`src/rtl/prbs4_sat_counter.sv`:
```
// Saturating up-counter; clr has priority over inc, holds at all-ones.
// Ports: clk, rst (async, active-high), clr, inc, count[W-1:0].
module prbs4_sat_counter #(
   parameter int W = 16
) (
   input  logic         clk,
   input  logic         rst,
   input  logic         clr,
   input  logic         inc,
   output logic [W-1:0] count
);

   always_ff @(posedge clk or posedge rst) begin
      if (rst) begin
         count <= '0;
      end else if (clr) begin
         count <= '0;
      end else if (inc && (count != {W{1'b1}})) begin
         count <= count + 1'b1;
      end
   end

endmodule

```
`config.mk`:
```
export PLATFORM = sky130hd
export DESIGN_NAME = prbs4_sat_counter
export DESIGN_NICKNAME = d
export VERILOG_FILES = /design/src/rtl/prbs4_sat_counter.sv
export SDC_FILE = /design/constraint.sdc
export NUM_CORES = 1
export LEC_CHECK = 0
export CAP_MARGIN = 20
export CORE_MARGIN = 2
export CORE_UTILIZATION = 45
export DETAILED_ROUTE_END_ITERATION = 8
export MAX_ROUTING_LAYER = met4
export PLACE_DENSITY = 0.68
export RECOVER_POWER = 50
export SLEW_MARGIN = 20
export SYNTH_ARGS = -nofsm -noshare
export SYNTH_HDL_FRONTEND = slang
export SYNTH_SLANG_ARGS = --single-unit
```
`constraint.sdc`:
```
create_clock -name clk -period 2 [get_ports clk]
set_input_delay 0.4 -clock clk [delete_from_list [all_inputs] [get_ports clk]]
set_output_delay 0.4 -clock clk [all_outputs]
set_load 0.05 [all_outputs]
```
Word level (Yosys, flattened, before mapping)
Index checks and enable logic that the tools add are counted.
{"block": "totals", "regBits": 16, "input_bits": 4, "wordCells": 7}
{"block": "classes", "n_addsub": 1, "n_eq_ne": 1, "muxes": 2, "n_reduce_logical": 2}
{"cell": "$mux W16", "n": 2}
{"cell": "$add A16 B1 Y16 const B", "n": 1}
{"cell": "$ne A16 B16 Y1 const B", "n": 1}
{"cell": "$reduce_bool A2 Y1", "n": 1}
{"cell": "$logic_and A1 B1 Y1", "n": 1}

Longest topological paths before layout
Gate-level depths: netlist (run 1).
{"block": "depth", "depth_word": 4, "ltp_mapped": 6}

Worst setup path before layout (run 1)
No wires, ideal clock.
{"block": "synth_path", "path_kind": "register to register", "startpoint": "register count[0]", "endpoint": "register count[0]", "arrival_time_ns": 2.010, "t_required_ns": 1.875, "slack_ns": -0.135, "path_stages_with_launch": 7, "path_buffers": 1, "synth_period_minus_slack_ns": 2.135, "cell_sequence": "dfrtp_1 ha_1 clkbuf_1 nand3_1 nor4_1 nor2b_1 mux2_2"}
{"block": "synth_between", "elab_chain_cells": 3, "elab_cells_between_ends": 6}
{"item": "start, declared", "line_no": "10", "source": "output logic [W-1:0] count"}
{"item": "start signal, assigned", "line_no": "19", "source": "count <= count + 1'b1;"}
{"item": "$add A16 B1 Y16 or $ne A16 B16 Y1 (tied branches)", "line_no": "19, 18"}
{"item": "$mux W16 or $logic_and A1 B1 Y1 (tied branches)", "line_no": "18", "source": "end else if (inc && (count != {W{1'b1}})) begin"}
{"item": "$mux W16 or $reduce_bool A2 Y1 (tied branches)"}
Several ways; a longest one is shown, not always the timed one. The select of a mux whose other input is x is not followed.
A chain may end at the register's enable or synchronous reset.

Final worst setup path (run 1)
{"block": "layout_path", "startpoint": "register count[8]", "endpoint": "output port count[8]"}
No word-level cell between the ends.

==> results of run 1 <==
worst register-to-register path: stages (launching register included):
cell and delay, ps:
dfrtp_2 440, nand4_1 190, or4_4 550, or4_1 420, a21oi_1 160
through the flow:
step / utilization / power, mW / setup TNS (ps) / hold WS, ps / instances
5_1_grt: 0.6091 / 0.6413 / 0 / 607.6 / 152
3_5_place_dp: 0.6020 / 0.4012 / -136.8 / 566.3 / 148
3_3_place_gp: 0.6020 / 0.4000 / -100.5 / 557.8 / 148
4_1_cts: 0.6205 / 0.6205 / 0 / 509.7 / 152
6_report: 0.6091 / 0.6110 / 0 / 581.7 / 152
2_1_floorplan: - / 0.3784 / 0 / 312.9 / 101
placed cells by master (no fill, tap or decap), types with 2 or more instances in the layout:
cell	netlist	final
nor3_1	4	4
o41ai_1	2	2
mux2_2	2	2
buf_4	1	5
or4_1	6	6
clkbuf_4	0	3
nand2b_1	2	2
nand4_1	4	4
clkdlybuf4s50_1	0	14
inv_1	3	3
clkbuf_1	1	4
nor2_1	3	3
dfrtp_2	0	12
nand2_1	6	6
o31ai_1	5	5
a21oi_1	12	12
or3_1	6	6
o21ai_0	5	5
dfrtp_1	16	4
nor2b_1	3	3
nand3_1	7	7
nor4_1	3	3
cell type report:
cell class | instances | area share
Clock buffer | 4 | 0.03037
Inverter | 3 | 0.009424
Multi-Input combinational cell | 78 | 0.4147
Sequential cell | 16 | 0.3476
Tap cell | 27 | 0.02827
Timing Repair Buffer | 24 | 0.1696
kinds of logic after synthesis:
| logic type | Yosys count | share of synthesized area |
|---|---|---|
| muxes | 3 | 0.03490 |
| AOI/OAI and AO/OA | 25 | 0.1571 |
| buffers and inverters | 7 | 0.03892 |
| adders and majority gates | 1 | 0.01342 |
| DFF | 16 | 0.4295 |
| and+or+nand+nor | 49 | 0.3262 |
layer usage:
metal / up-vias / GRT usage / part of all wire / wire length (µm)
met2: 25 / 0.3333 / 0.49 / 1087
met4: 0 / 0.06944 / 0.013 / 28
met1: 445 / 0.2515 / 0.45 / 1003
met3: 4 / 0.02727 / 0.041 / 91
li1: 441 / - / - / -
met5: - / - / 0 / 0
power by group through the flow:
| stage | sequential [mW] | clock, mW | combinational, mW |
|---|---|---|---|
| 2_1_floorplan | 0.353 | 0 | 0.0256 |
| 3_3_place_gp | 0.340 | 0 | 0.0599 |
| 3_5_place_dp | 0.340 | 0 | 0.0612 |
| 4_1_cts | 0.334 | 0.225 | 0.0614 |
| 5_1_grt | 0.335 | 0.241 | 0.0650 |
| 6_report | 0.334 | 0.218 | 0.0597 |
worst paths after layout:
kind                           start         to  slack, ps  cells after the start
setup / recovery            count[8]   count[8]         50                      1
hold / removal             count[14]  count[14]        580                      2
setup reg to reg            count[2]  count[13]        170                      4
hold reg to reg            count[14]  count[14]        580                      2
max in group asynchronous        rst  count[12]        940                      2
min in group asynchronous        rst   count[7]        620                      2
what timing repair did:
action                                  4_1_cts  5_1_grt
hold endpoints to repair                      0        0
gates resized for setup                       0        3
endpoints found under the setup margin        0        3
==> results.txt, run 1 <==
Status -> completed
Synth Cell Area -> 932.1 µm²
Post-route cell area -> 0.001195 mm²
Die Height -> 49.51 µm
Storage element area -> 415.4 µm²
Ys Warns -> 0
DP Area -> 0.001181 mm²
Layout cells sized above 1 -> 0.2160
Seq/Total Area, Yosys -> 0.4295
Most used standard cell by instance count after synthesis -> dfrtp_1
CP required -> 1600 ps
Iteration-0 DRC Markers -> 27
Yosys top cell area share -> 0.4295
Post-CTS Setup Inserts -> 0
Fin nets -> 131
Routability cong. -> 0.7833
Slowest-stage cell, CP -> clkdlybuf4s50_1
Initial Util -> 0.4751
Clk pwr share -> 0.356
Place WS -> -85.37 ps
Antenna cells -> 0
Cell family with most CP delay -> buffers and inverters
Post-DP HPWL -> 1588 µm
Synth area leader -> dfrtp_1
Sequential share of power -> 0.546
Crit path max fanout -> 6
Num CTS Buffers -> 3
RSZ-0062 raised after global routing -> no
Final wirelength -> 2210 µm
Cell Chain, Critical Path -> clkdlybuf4s50_1
Fin crit share -> 0.9757
Worst-margin pin slew -> 618.5 ps
Max Fclk -> 512.4 MHz
Synth cell types -> 29
Clock skew -> 0.3684 ps
CP endpoint kind -> output pin
DR pass1 iterations -> 4
Logic pwr share -> 0.098
Synth top area cells -> dfrtp_1, a21oi_1, or4_1, o31ai_1, or3_1
Post-synth top cells -> dfrtp_1, a21oi_1, nand3_1
WP data arrival -> 1550 ps
Internal power -> 0.4603 mW
Antenna violations before repair -> 0
Routed via count -> 915
Die area -> 0.002451 mm²
Final Hold Viols -> 0
Drc violations -> 0
Syn Inst Count -> 101
CTS Sinks -> 16
CTS root buf -> clkbuf_4
Vias per cell -> 6.020
Num rows -> 16
Area delta synth->final -> 28.19%
Die X -> 49.51 µm
IO Count -> 20
Fill count -> 197
Max reg flops -> 16
Reg with most FFs -> count
Total Routing Usage GR -> 0.2003
Port-buffer cells -> 19
Worst Hold Class -> reg2reg
Final WS setup -> 48.57 ps
Slew Limit Fails -> 0
PD cells -> 511.4 mW/mm²
Global route overflow -> 0
Post-route ant nets -> 0
Top_reg_cell synth -> dfrtp_1
Setup violators final -> 0
Static Leakage -> 0.4074 nW
CTS tree -> yes
Buf/Inv on CP -> 1
Maximum root-to-sink buffer count -> 2
Number of flops mapped to enable cells by yosys -> 0
Crit-path max cell delay -> 820 ps
Core Area -> 0.001962 mm²
Clock Latency Late Sink -> 290 ps
First-pass GRT wire length -> 3732 µm
Syn_nets -> 106
Async SR Flop Fraction -> 1.000
Critical setup path kind -> reg2out
Yosys reg bits -> 16
Vias in the first global route -> 801
Max-Cap Viols -> 0
Largest net degree at the start of global routing -> 17
Startpoint types -> register
Mean area per synthesized cell -> 9.229 µm²
Clock-pin slew on the worst setup and hold paths -> 100 ps
Tmin final -> 1951 ps
Biggest regs -> count: 16 flops
Switching power of the nets -> 0.1508 mW
Area occupied by multi-input gates -> 495.5 µm²
Switching part of the total -> 0.2467
Slew HR -> 0.5872
WL per Instance -> 14.54 µm
# H-tree levels -> 1
Hold buffers post-CTS -> 0
Max VDD drop -> 0.4032 mV
No activity file was read; power rests on OpenSTA's default activity.
==> inputs of run 2 (changes only) <==
==> constraint.sdc (replaced) <==
create_clock -name clk -period 2 [get_ports clk]
set_input_delay 0.6 -clock clk [delete_from_list [all_inputs] [get_ports clk]]
set_output_delay 0.6 -clock clk [all_outputs]
set_load 0.05 [all_outputs]
==> results.txt, run 2 (synthesis gave the netlist of run 1 again) <==
Reg with most FFs -> count
Most frequent cells in the layout -> buf_4, a21oi_1, dfrtp_2
Post-DP HPWL -> 1515 µm
Biggest regs -> count: 16 flops
Hold path depth -> 2
Final Hold Viols -> 0
Vias in the first global route -> 813
Iteration-0 DRC Markers -> 18
Port-buffer cells -> 19
WL per Instance -> 13.60 µm
Max VDD drop -> 0.3261 mV
Total Routing Usage GR -> 0.2012
CTS tree -> yes
Maximum root-to-sink buffer count -> 2
Slew HR -> 0.4208
Slowest-stage cell, CP -> or4_4
Max Fclk -> 549.0 MHz
Post-route ant nets -> 0
Hold buffers post-CTS -> 0
Internal power -> 0.4591 mW
Clock skew -> 4.559 ps
Top sig layer -> met4
Clk pwr share -> 0.358
Max reg flops -> 16
WP data arrival -> 2040 ps
# H-tree levels -> 1
Layout cells sized above 1 -> 0.2835
Initial Util -> 0.4751
Met2 Routed Length -> 935 µm
Clock Latency Late Sink -> 290 ps
Final wirelength -> 2094 µm
IO Count -> 20
Worst-margin pin slew -> 868.8 ps
Die area -> 0.002451 mm²
Worst Hold Class -> reg2reg
Fin crit share -> 0.9108
Die X -> 49.51 µm
Antenna violations before repair -> 0
Static Leakage -> 0.4484 nW
Antenna cells -> 0
Slew Limit Fails -> 0
Area delta synth->final -> 26.04%
Switching part of the total -> 0.2475
Fill count -> 195
Fin nets -> 133
CTS Sinks -> 16
PD cells -> 519.3 mW/mm²
Crit-path max cell delay -> 570 ps
Clock-pin slew on the worst setup and hold paths -> 100 ps
CP endpoint kind -> register
Post-CTS Setup Inserts -> 0
DR pass1 iterations -> 4
Routed via count -> 893
Largest net degree at the start of global routing -> 17
Critical setup path kind -> reg2reg
First-pass GRT wire length -> 3829 µm
Final Core Density -> 0.5989
Sequential share of power -> 0.546
Switching power of the nets -> 0.1510 mW
Cell Chain, Critical Path -> nand4_4, or4_4, or4_1, a21oi_1
Commonest non-fill, non-tap cell in the layout -> buf_4
Reg2Reg Depth -> 4
Die Height -> 49.51 µm
Total power -> 0.6102 mW
Max-Cap Viols -> 0
Routed wl met3 -> 92 µm
Post-Route M1 WL -> 1048 µm
Logic pwr share -> 0.096
Setup violators final -> 0
Storage element area -> 411.6 µm²
Routability cong. -> 0.7933
Startpoint types -> register
Crit path max fanout -> 7
CP required -> 2220 ps
Global route overflow -> 0
Num CTS Buffers -> 3
Drc violations -> 0
Num rows -> 16
CTS root buf -> clkbuf_4
Area occupied by multi-input gates -> 495.5 µm²
Vias per cell -> 5.799
Tmin final -> 1822 ps
Status -> completed
RSZ-0062 raised after global routing -> no
Core Area -> 0.001962 mm²
==> run 2: power groups by stage <==
stage               clock (mW)  combinational (mW)  sequential (mW)
finish                   0.218              0.0586            0.333
global route             0.236              0.0638            0.334
CTS                      0.222              0.0618            0.333
detailed placement           0              0.0616            0.340
global placement             0              0.0615            0.340
floorplan                    0              0.0256            0.353
==> run 2: layout make-up <==
class                   instances  area share
multi-input cells              78      0.4217
flip-flops and latches         16      0.3504
repair buffers                 26      0.1587
clock buffers                   4     0.03088
well taps                      27     0.02875
inverters                       3    0.009585
==> run 2: metrics by stage <==
step | hold slack, ps | setup TNS [ps] | area (µm²) | std cells | setup slack (ps)
CTS | 582.8 | 0 | 1195 | 154 | 20.04
global placement | 558.1 | -1465 | 1159 | 150 | -257.0
finish | 574.7 | 0 | 1175 | 154 | 178.4
floorplan | 512.9 | 0 | 947.2 | 101 | 6.789
detailed placement | 563.0 | -1518 | 1159 | 150 | -277.2
global route | 622.8 | 0 | 1175 | 154 | 45.78
==> run 2: path summary, 6_finish.rpt <==
kind,slack (ps),startpoint,end
min in group asynchronous,980,rst,count[6]
setup / recovery,180,count[9],count[13]
max in group asynchronous,430,rst,count[10]
hold / removal,570,count[14],count[14]
setup reg to reg,180,count[9],count[13]
hold reg to reg,570,count[14],count[14]
==> run 2: routing by layer <==
metal,vias up,GRT usage
li1,445,-
met1,424,0.2810
met2,20,0.3153
met3,4,0.02727
met4,0,0.04167
met5,-,-
==> run 2: repair_timing <==
item                                    CTS  global route
resized for setup                         0             2
hold endpoints to repair                  0             0
endpoints found under the setup margin    0             2
==> run 2: worst max-delay path: cells and delay by family (launching register included) <==
family	cells	cell delay (ps)
flops	1	460
compound gates	1	140
simple gates	3	1160
